[config.mk]
export PLATFORM = sky130hd
export DESIGN_NAME = fifo_uart_tx
export DESIGN_NICKNAME = d
export VERILOG_FILES = /design/src/rtl/fifo_uart_tx.sv
export SDC_FILE = /design/constraint.sdc
export NUM_CORES = 1
export LEC_CHECK = 0
export CORE_ASPECT_RATIO = 0.6
export CORE_MARGIN = 1.5
export CORE_UTILIZATION = 50
export CTS_CLUSTER_DIAMETER = 40
export DETAILED_ROUTE_END_ITERATION = 12
export GPL_TIMING_DRIVEN = 0
export PLACE_DENSITY = 0.69
export REMOVE_ABC_BUFFERS = 1
export SYNTH_ARGS = -nofsm -noshare
export SYNTH_HDL_FRONTEND = slang
export SYNTH_SLANG_ARGS = --single-unit
[constraint.sdc]
create_clock -name clk -period 5.95 [get_ports clk]
set_clock_uncertainty 0.1 [all_clocks]
set_input_delay 1.19 -clock clk [delete_from_list [all_inputs] [get_ports clk]]
set_output_delay 1.19 -clock clk [all_outputs]
set_load 0.005 [all_outputs]
[src/rtl/fifo_uart_tx.sv]
// fifo_uart_tx: drains a registered-output byte FIFO and shifts each byte out
// as an asynchronous UART character (start, 8 data LSB first, optional
// parity, 1 or 2 stop bits).
//
// Parameters:
//   CLKS_PER_BIT  clk cycles per serial bit (2..65535)
//   PARITY        0 none, 1 even, 2 odd
//   STOP_BITS     1 or 2
// Ports:
//   clk         in   clock, rising edge
//   rst         in   asynchronous active-high reset
//   en          in   allows a new pop from IDLE
//   fifo_empty  in   FIFO empty flag, sampled only in IDLE
//   fifo_dout   in   FIFO read data, valid the cycle after fifo_rd
//   fifo_rd     out  one-cycle FIFO read strobe (combinational)
//   tx          out  serial line, idles high
//   busy        out  high from the pop cycle through the last stop cycle
//   frame_done  out  pulse in the final cycle of the last stop bit
module fifo_uart_tx #(
  parameter int unsigned CLKS_PER_BIT = 16,
  parameter int unsigned PARITY       = 0,
  parameter int unsigned STOP_BITS    = 1
) (
  input  logic       clk,
  input  logic       rst,
  input  logic       en,
  input  logic       fifo_empty,
  input  logic [7:0] fifo_dout,
  output logic       fifo_rd,
  output logic       tx,
  output logic       busy,
  output logic       frame_done
);

  // The pop edge out of IDLE plays the role of POP; LOAD is the cycle in
  // which fifo_dout is valid, and its edge also drives the start bit so
  // that tx falls two cycles after the pop.
  typedef enum logic [2:0] {
    IDLE,
    LOAD,
    START,
    DATA,
    PAR,
    STOP
  } state_t;

  localparam logic [15:0] CNT_LAST = 16'(CLKS_PER_BIT - 1);
  localparam logic [15:0] CNT_PEN  = 16'(CLKS_PER_BIT - 2);

  state_t      state_q;
  logic [15:0] cnt_q;
  logic [2:0]  bit_q;
  logic        stop_q;
  logic [7:0]  sh_q;
  logic        par_q;
  logic        tx_q;
  logic        busy_q;
  logic        done_q;

  logic        pop;
  logic        bit_end;
  logic        last_stop;

  // Gated by rst so the FIFO is never drained while the transmitter is held.
  assign pop       = (state_q == IDLE) && en && !fifo_empty && !rst;
  assign bit_end   = (cnt_q == CNT_LAST);
  assign last_stop = (STOP_BITS == 2) ? stop_q : 1'b1;

  always_ff @(posedge clk or posedge rst) begin
    if (rst) begin
      state_q <= IDLE;
      cnt_q   <= '0;
      bit_q   <= '0;
      stop_q  <= 1'b0;
      sh_q    <= '0;
      par_q   <= 1'b0;
      tx_q    <= 1'b1;
      busy_q  <= 1'b0;
      done_q  <= 1'b0;
    end else begin
      // Every bit-time transition happens on bit_end, so the wrap to zero
      // doubles as the clear on state entry.
      cnt_q  <= bit_end ? '0 : cnt_q + 16'd1;
      done_q <= 1'b0;
      case (state_q)
        IDLE: begin
          cnt_q <= '0;
          tx_q  <= 1'b1;
          if (pop) begin
            busy_q  <= 1'b1;
            state_q <= LOAD;
          end
        end
        LOAD: begin
          sh_q    <= fifo_dout;
          par_q   <= (^fifo_dout) ^ (PARITY == 2);
          tx_q    <= 1'b0;
          cnt_q   <= '0;
          state_q <= START;
        end
        START: begin
          if (bit_end) begin
            tx_q    <= sh_q[0];
            sh_q    <= sh_q >> 1;
            bit_q   <= '0;
            state_q <= DATA;
          end
        end
        DATA: begin
          if (bit_end) begin
            if (bit_q == 3'd7) begin
              stop_q <= 1'b0;
              if (PARITY != 0) begin
                tx_q    <= par_q;
                state_q <= PAR;
              end else begin
                tx_q    <= 1'b1;
                state_q <= STOP;
              end
            end else begin
              tx_q  <= sh_q[0];
              sh_q  <= sh_q >> 1;
              bit_q <= bit_q + 3'd1;
            end
          end
        end
        PAR: begin
          if (bit_end) begin
            tx_q    <= 1'b1;
            stop_q  <= 1'b0;
            state_q <= STOP;
          end
        end
        STOP: begin
          // Registered pulse: set one cycle early so it lands in the last cycle.
          if (last_stop && cnt_q == CNT_PEN) done_q <= 1'b1;
          if (bit_end) begin
            if (last_stop) begin
              busy_q  <= 1'b0;
              state_q <= IDLE;
            end else begin
              stop_q <= 1'b1;
            end
          end
        end
        default: state_q <= IDLE;
      endcase
    end
  end

  assign fifo_rd    = pop;
  assign tx         = tx_q;
  assign busy       = busy_q | pop;
  assign frame_done = done_q;

endmodule

==> results_dict.tcl <==
set metrics [dict create \
    portBuffers 15 \
    p_total_w 0.000705 \
    synth_top_area_cell "sky130_fd_sc_hd__dfrtp_1" \
    synth_edf_count 0 \
    grt_pass1_vias 1258 \
    clock_sinks 33 \
    yosysSeqAreaShare 0.463 \
    combinationalPowerShare 0.262 \
    rr_worst_depth 5 \
    average_wire_per_standard_cell_um 15.3 \
    synthesis.area_um2 1790 \
    clk_path_buf_depth 2 \
    finalNetCount 206 \
    p_clk_frac 0.235 \
    p_int_w 0.000470 \
    synth.distinct_cells 44 \
    max-cap-violations 0 \
    critical_path.endpoint_type "primary output" \
    route.detailed.drc 0 \
    post_synth_inst_count 175 \
    crit_path_cell_trace "clkdlybuf4s50_1, or4b_1, nor3_1, or2_2, clkdlybuf4s50_1" \
    area_growth_pct 15.8 \
    min_period_over_period 0.733 \
    route.final.wire_length_mm 3.62 \
    whs_path_depth 1 \
    grt_antenna_before_repair 0 \
    slew_headroom 0.232 \
    routed_via_density 5.61 \
    post-cts-setup-buffer-count 0 \
    cts_repair_resize_count 0 \
    grt_pass1_wl_mm 6.11 \
    power_switching_share 0.334 \
    detail_route.first_pass.iterations 4 \
    critical-path-slowest-cell "sky130_fd_sc_hd__or4b_1" \
    r2r_setup_slack_ns 3.55 \
    whs_endpoint "bit_q[1]" \
    ys_top_cells_by_area "sky130_fd_sc_hd__dfrtp_1 45%, sky130_fd_sc_hd__o31ai_1 4.2%, sky130_fd_sc_hd__nor2_1 4.0%" \
    yosys_warnings 0 \
    setup-violations-final 0 \
    drtIter0Drc 101 \
    total_switching_power_w 0.000235 \
    post_cts_hold_buffer_count 0 \
    critical_path.reg2reg.endpoint "cnt_q[14]" \
    insertion_delay_ns 0.28 \
    die_width_um 80.2 \
    floorplan.io_pins 16 \
    timing.critical_path.required_ns 4.66 \
    die_h_um 49.3 \
    criticalPathCategory "in2out" \
    path_common_cell "sky130_fd_sc_hd__clkdlybuf4s50_1" \
    crit_start "fifo_empty" \
    via_count 1325 \
    antenna-diode-count 0 \
    hold_path_startpoint "bit_q[1]" \
    vdd_drop_max_mv 0.231 \
    p_leak_nw 0.850 \
    cts_htree_levels 2 \
    tritoncts "yes" \
    synthesis.area_per_instance_um2 10.2 \
    totalNegativeSetupSlack_ns 0 \
    num_rows 16 \
    worst_setup_hold_path_clk_slew_ns 0.07 \
    core-area_um2 3340 \
    timing.final.hold_violations 0 \
    arrival_ns 3.07 \
    cts_inserted_buffers 5 \
    period_minus_slack_ns 4.36 \
    start_util 0.535 \
    grt_max_degree 34 \
    rsz_0062_raised_after_global_routing "false" \
    hpwlAfterDp_mm 2.56 \
    critical_path_peak_fanout 3 \
    ant_nets 0 \
    grt_overflow 0 \
    slew_at_the_pin_closest_to_its_max_slew_limit_ns 1.14 \
    pwr_density_cell_nw_per_um2 340 \
    hold_class "reg2reg" \
    startpoint_type "input pin" \
    asyncSetResetFlopFracSynth 1.00 \
    drv_slew 0 \
    synth-seq-cells 33 \
    r2r_start "cnt_q[0]" \
    critical-path-max-stage-delay_ns 0.50 \
    die_area_um2 3960 \
    run_status "finished, final reports clean" \
    synth_ff_type "sky130_fd_sc_hd__dfrtp_1" \
    synth_top_area_frac 0.448 \
    grt_use_total 0.207 \
    p_seq_frac 0.502 \
    f_max_mhz 229 \
    drive_gt1_frac 0.0995 \
    clock_tree.root_cell "sky130_fd_sc_hd__clkbuf_8" \
    gp_weighted_congestion 0.830 \
]
## cell usage in the layout, fill, tap and decap left out, types with 3 or more instances in the layout
cell type	Yosys	final
sky130_fd_sc_hd__nand2b_1	10	10
sky130_fd_sc_hd__a2bb2oi_1	8	8
sky130_fd_sc_hd__xnor2_1	8	8
sky130_fd_sc_hd__nand4_1	6	6
sky130_fd_sc_hd__nand2_1	3	3
sky130_fd_sc_hd__xor2_1	4	4
sky130_fd_sc_hd__o21ai_0	3	3
sky130_fd_sc_hd__inv_1	8	7
sky130_fd_sc_hd__nor2_1	19	19
sky130_fd_sc_hd__nand3_1	13	13
sky130_fd_sc_hd__o31ai_1	10	10
sky130_fd_sc_hd__clkbuf_8	0	5
sky130_fd_sc_hd__ha_1	4	4
sky130_fd_sc_hd__clkdlybuf4s50_1	0	15
sky130_fd_sc_hd__dfrtp_1	32	32
sky130_fd_sc_hd__a21oi_1	4	4
## critical path: cells and delay by family
family / cells / cell delay (ns)
buffers and inverters: 2 / 0.90
and+or+nand+nor: 3 / 0.99
## stage by stage
step / hold WS [ns] / instances / instance area, um2 / worst slack, ns / utilization
floorplan: 0.369 / 167 / 1750 / 2.54 / -
global placement: 0.388 / 227 / 1960 / 1.61 / 0.585
detailed placement: 0.408 / 227 / 1960 / 1.59 / 0.585
CTS: 0.421 / 235 / 2040 / 1.57 / 0.611
global route: 0.436 / 236 / 2070 / 1.45 / 0.619
finish: 0.420 / 236 / 2070 / 1.59 / 0.619
## kinds of logic after synthesis
family | synth area share
AND/OR/NAND/NOR | 0.244
AO/OA/AOI/OAI | 0.155
flip-flops | 0.463
buffers and inverters | 0.0378
XOR/XNOR | 0.0588
adder cells (fa/ha/maj) | 0.0280
multiplexers | 0.0140
## power by group through the flow
stage / clock network [W] / registers (W) / logic [W]
2_1_floorplan: 0 / 0.000340 / 0.000136
3_3_place_gp: 0 / 0.000355 / 0.000174
3_5_place_dp: 0 / 0.000358 / 0.000182
4_1_cts: 0.000169 / 0.000353 / 0.000183
5_1_grt: 0.000182 / 0.000365 / 0.000206
6_report: 0.000166 / 0.000354 / 0.000185
## cell type report
type	instances	area [um2]
clock buffers	5	68.8
clock inverters	3	17.5
fillers	279	1270
inverters	8	30.0
multi-input cells	126	893
flip-flops and latches	33	827
well taps	45	56.3
repair buffers	16	178
## Yosys cell counts (3+ instances only)
cell,n
sky130_fd_sc_hd__nand4_1,6
sky130_fd_sc_hd__nand2b_1,10
sky130_fd_sc_hd__nor2_1,19
sky130_fd_sc_hd__xnor2_1,8
sky130_fd_sc_hd__xor2_1,4
sky130_fd_sc_hd__dfrtp_1,32
sky130_fd_sc_hd__a2bb2oi_1,8
sky130_fd_sc_hd__ha_1,4
sky130_fd_sc_hd__buf_2,3
sky130_fd_sc_hd__inv_1,8
sky130_fd_sc_hd__nand3_1,13
sky130_fd_sc_hd__clkbuf_1,4
sky130_fd_sc_hd__nand2_1,3
sky130_fd_sc_hd__o21ai_0,3
sky130_fd_sc_hd__a21oi_1,4
sky130_fd_sc_hd__o31ai_1,10
## per-layer routing
layer	track usage	wire length (um)	vias to the layer above
met4	0.0517	27	0
met3	0.0617	133	4
met2	0.277	1440	19
li1	-	-	665
met1	0.320	2020	637
met5	0	0	-
## how the worst max path moves through the flow
| stage | to | slack, ns | depth (start not counted) |
|---|---|---|---|
| after floorplan | busy | 2.54 | 3 |
| after global placement | busy | 1.61 | 5 |
| after detailed placement | busy | 1.59 | 5 |
| after CTS | busy | 1.57 | 5 |
| after global routing | busy | 1.45 | 5 |
| final | busy | 1.59 | 5 |
## flip-flops by register name, summed over array words and instances (netlist names)
register and count:
cnt_q 16, sh_q 8, bit_q 3, state_q 3, busy_q 1, frame_done 1, tx 1
Power figures use the tool's default switching activity.
==> variant (same settings) <==
The 6 states of `state_t` get a one-hot encoding in 6 bits.
--- a/src/rtl/fifo_uart_tx.sv
+++ b/src/rtl/fifo_uart_tx.sv
@@ -37,9 +37,9 @@
   // that tx falls two cycles after the pop.
-  typedef enum logic [2:0] {
-    IDLE,
-    LOAD,
-    START,
-    DATA,
-    PAR,
-    STOP
+  typedef enum logic [5:0] {
+    IDLE  = 6'b000001,
+    LOAD  = 6'b000010,
+    START = 6'b000100,
+    DATA  = 6'b001000,
+    PAR   = 6'b010000,
+    STOP  = 6'b100000
   } state_t;
Formal check against the unedited RTL: same outputs for any inputs over 10 cycles, from zero or initial values and one cycle with rst high; not proved beyond that.
==> variant against the original RTL <==
  * Total power decreased by 11%
  * Synthesized cell count increased by 4.6%
  * Die area up 5.5%
  * Worst setup slack gained 230 ps
  * Area after synthesis increased by 5.8%
  * Wire length grew 0.91%
  * Maximum frequency increased by 5.5%
  * Combinational power shrank 18%
  * Design area is 3.4% higher
  * Via count up 1.8%
  * Sequential cell count grew 2
  * Critical path type unchanged
  * Largest cell class unchanged
  * Largest power group unchanged
==> variant: results (changes against the original RTL) <==
outcome=finished, final reports clean; DP Worst Slack=1830 ps (+240 ps); Post-Synth XOR/XNOR Area=6.48% (+0.60 points); Worst Hold End=cnt_q[0]$_DFF_PP0_; static leakage=0.923 nW (+8.6%); initial DRC count=73 (-28%); RR Endpoint=sh_q[3]$_DFFE_PP0P_; kind of cell adding the most delay to the critical path=buffers and inverters; Tot GR Track Use=20.8% (+0.12 points); Placer Congestion=0.767 (-7.7%); CP startpoint=rst; actual slew at the worst max-slew pin=716 ps (-428 ps); synth cell count leaders=dfrtp_1 (33), nand2_1 (16), nor2_1 (16); largest net degree at the start of global routing=36 (+5.9%); Synth Area in Adders=2.65% (-0.15 points); Routed WL=3.65 mm (+0.91%); Cell variety after synth=43 (-2.3%); complex-gate fraction of the synthesized area=9.85% (-5.7 points); R2R setup slack=3160 ps (-390 ps); R2R cell count=4 (-1); Final nets=212 (+2.9%); Largest regs=cnt_q x16, sh_q x8, state_q x5; ratio of cells with drive above 1 in the final layout=17.3% (+7.3 points); hpwl dp=2.68 mm (+4.9%); top post-synthesis cells by area=dfrtp_1 (44%), mux2_4 (5.6%), xor2_1 (5.1%), mux2_2 (3.6%), nand2_1 (3.2%); via count=1349 (+1.8%); mux share of post-synthesis cell area=9.66% (+8.3 points); Hold Startpoint=cnt_q[0]$_DFF_PP0_; slowest cell on the critical path=clkdlybuf4s50_1; Final Cycle Share=69.5% (-3.8 points); first-pass GRT wire length=6.17 mm (+0.90%); crit path time final=4140 ps (-227 ps); Final Non-Filler Cells=244 (+3.4%); fill count=313 (+12%)
-- variant: power by group --
group	switching (W)	internal, W	total, W
Clock	0.0000854	0.0000821	0.000168
Combinational	0.0000743	0.0000775	0.000152
Sequential	0.0000291	0.000280	0.000309
-- variant: routing by layer --
layer | up-vias | track usage, % | share of wire [%]
li1 | 669 | - | -
met1 | 654 | 31.0 | 53
met2 | 23 | 27.6 | 42
met3 | 3 | 6.00 | 3.6
met4 | 0 | 8.47 | 0.99
met5 | - | 0 | 0
-- variant: area by class of cell --
cell class	count	area, um^2	share of cell area (%)
Multi-Input combinational cell	135	957	44.7
Sequential cell	35	878	41.0
Timing Repair Buffer	15	150	7.01
Clock buffer	7	76.3	3.57
Tap cell	47	58.8	2.75
Inverter	4	15.0	0.701
Clock inverter	1	5.00	0.234
-- variant: worst register-to-register path: stages (launching register included) --
cell and delay, ps:
dfrtp_1 430, or4_4 570, or4_4 620, a211oi_4 600, mux2_4 360
-- variant: cells by family (layout without fill, tap and decap cells) --
| logic type | count (synthesis) | after routing |
|---|---|---|
| xor+xnor | 14 | 14 |
| fa+ha+maj | 4 | 4 |
| compound gates | 26 | 26 |
| buf+inv | 13 | 27 |
| mux | 14 | 14 |
| simple gates | 77 | 77 |
| flops | 35 | 35 |
-- variant: through the flow --
step           instance area (um^2)  hold slack [ps]  utilization [%]
2_1_floorplan                  1850              347                -
3_3_place_gp                   2060              365             56.6
3_5_place_dp                   2060              391             56.6
4_1_cts                        2140              401             58.9
5_1_grt                        2140              418             58.9
6_report                       2140              399             58.9
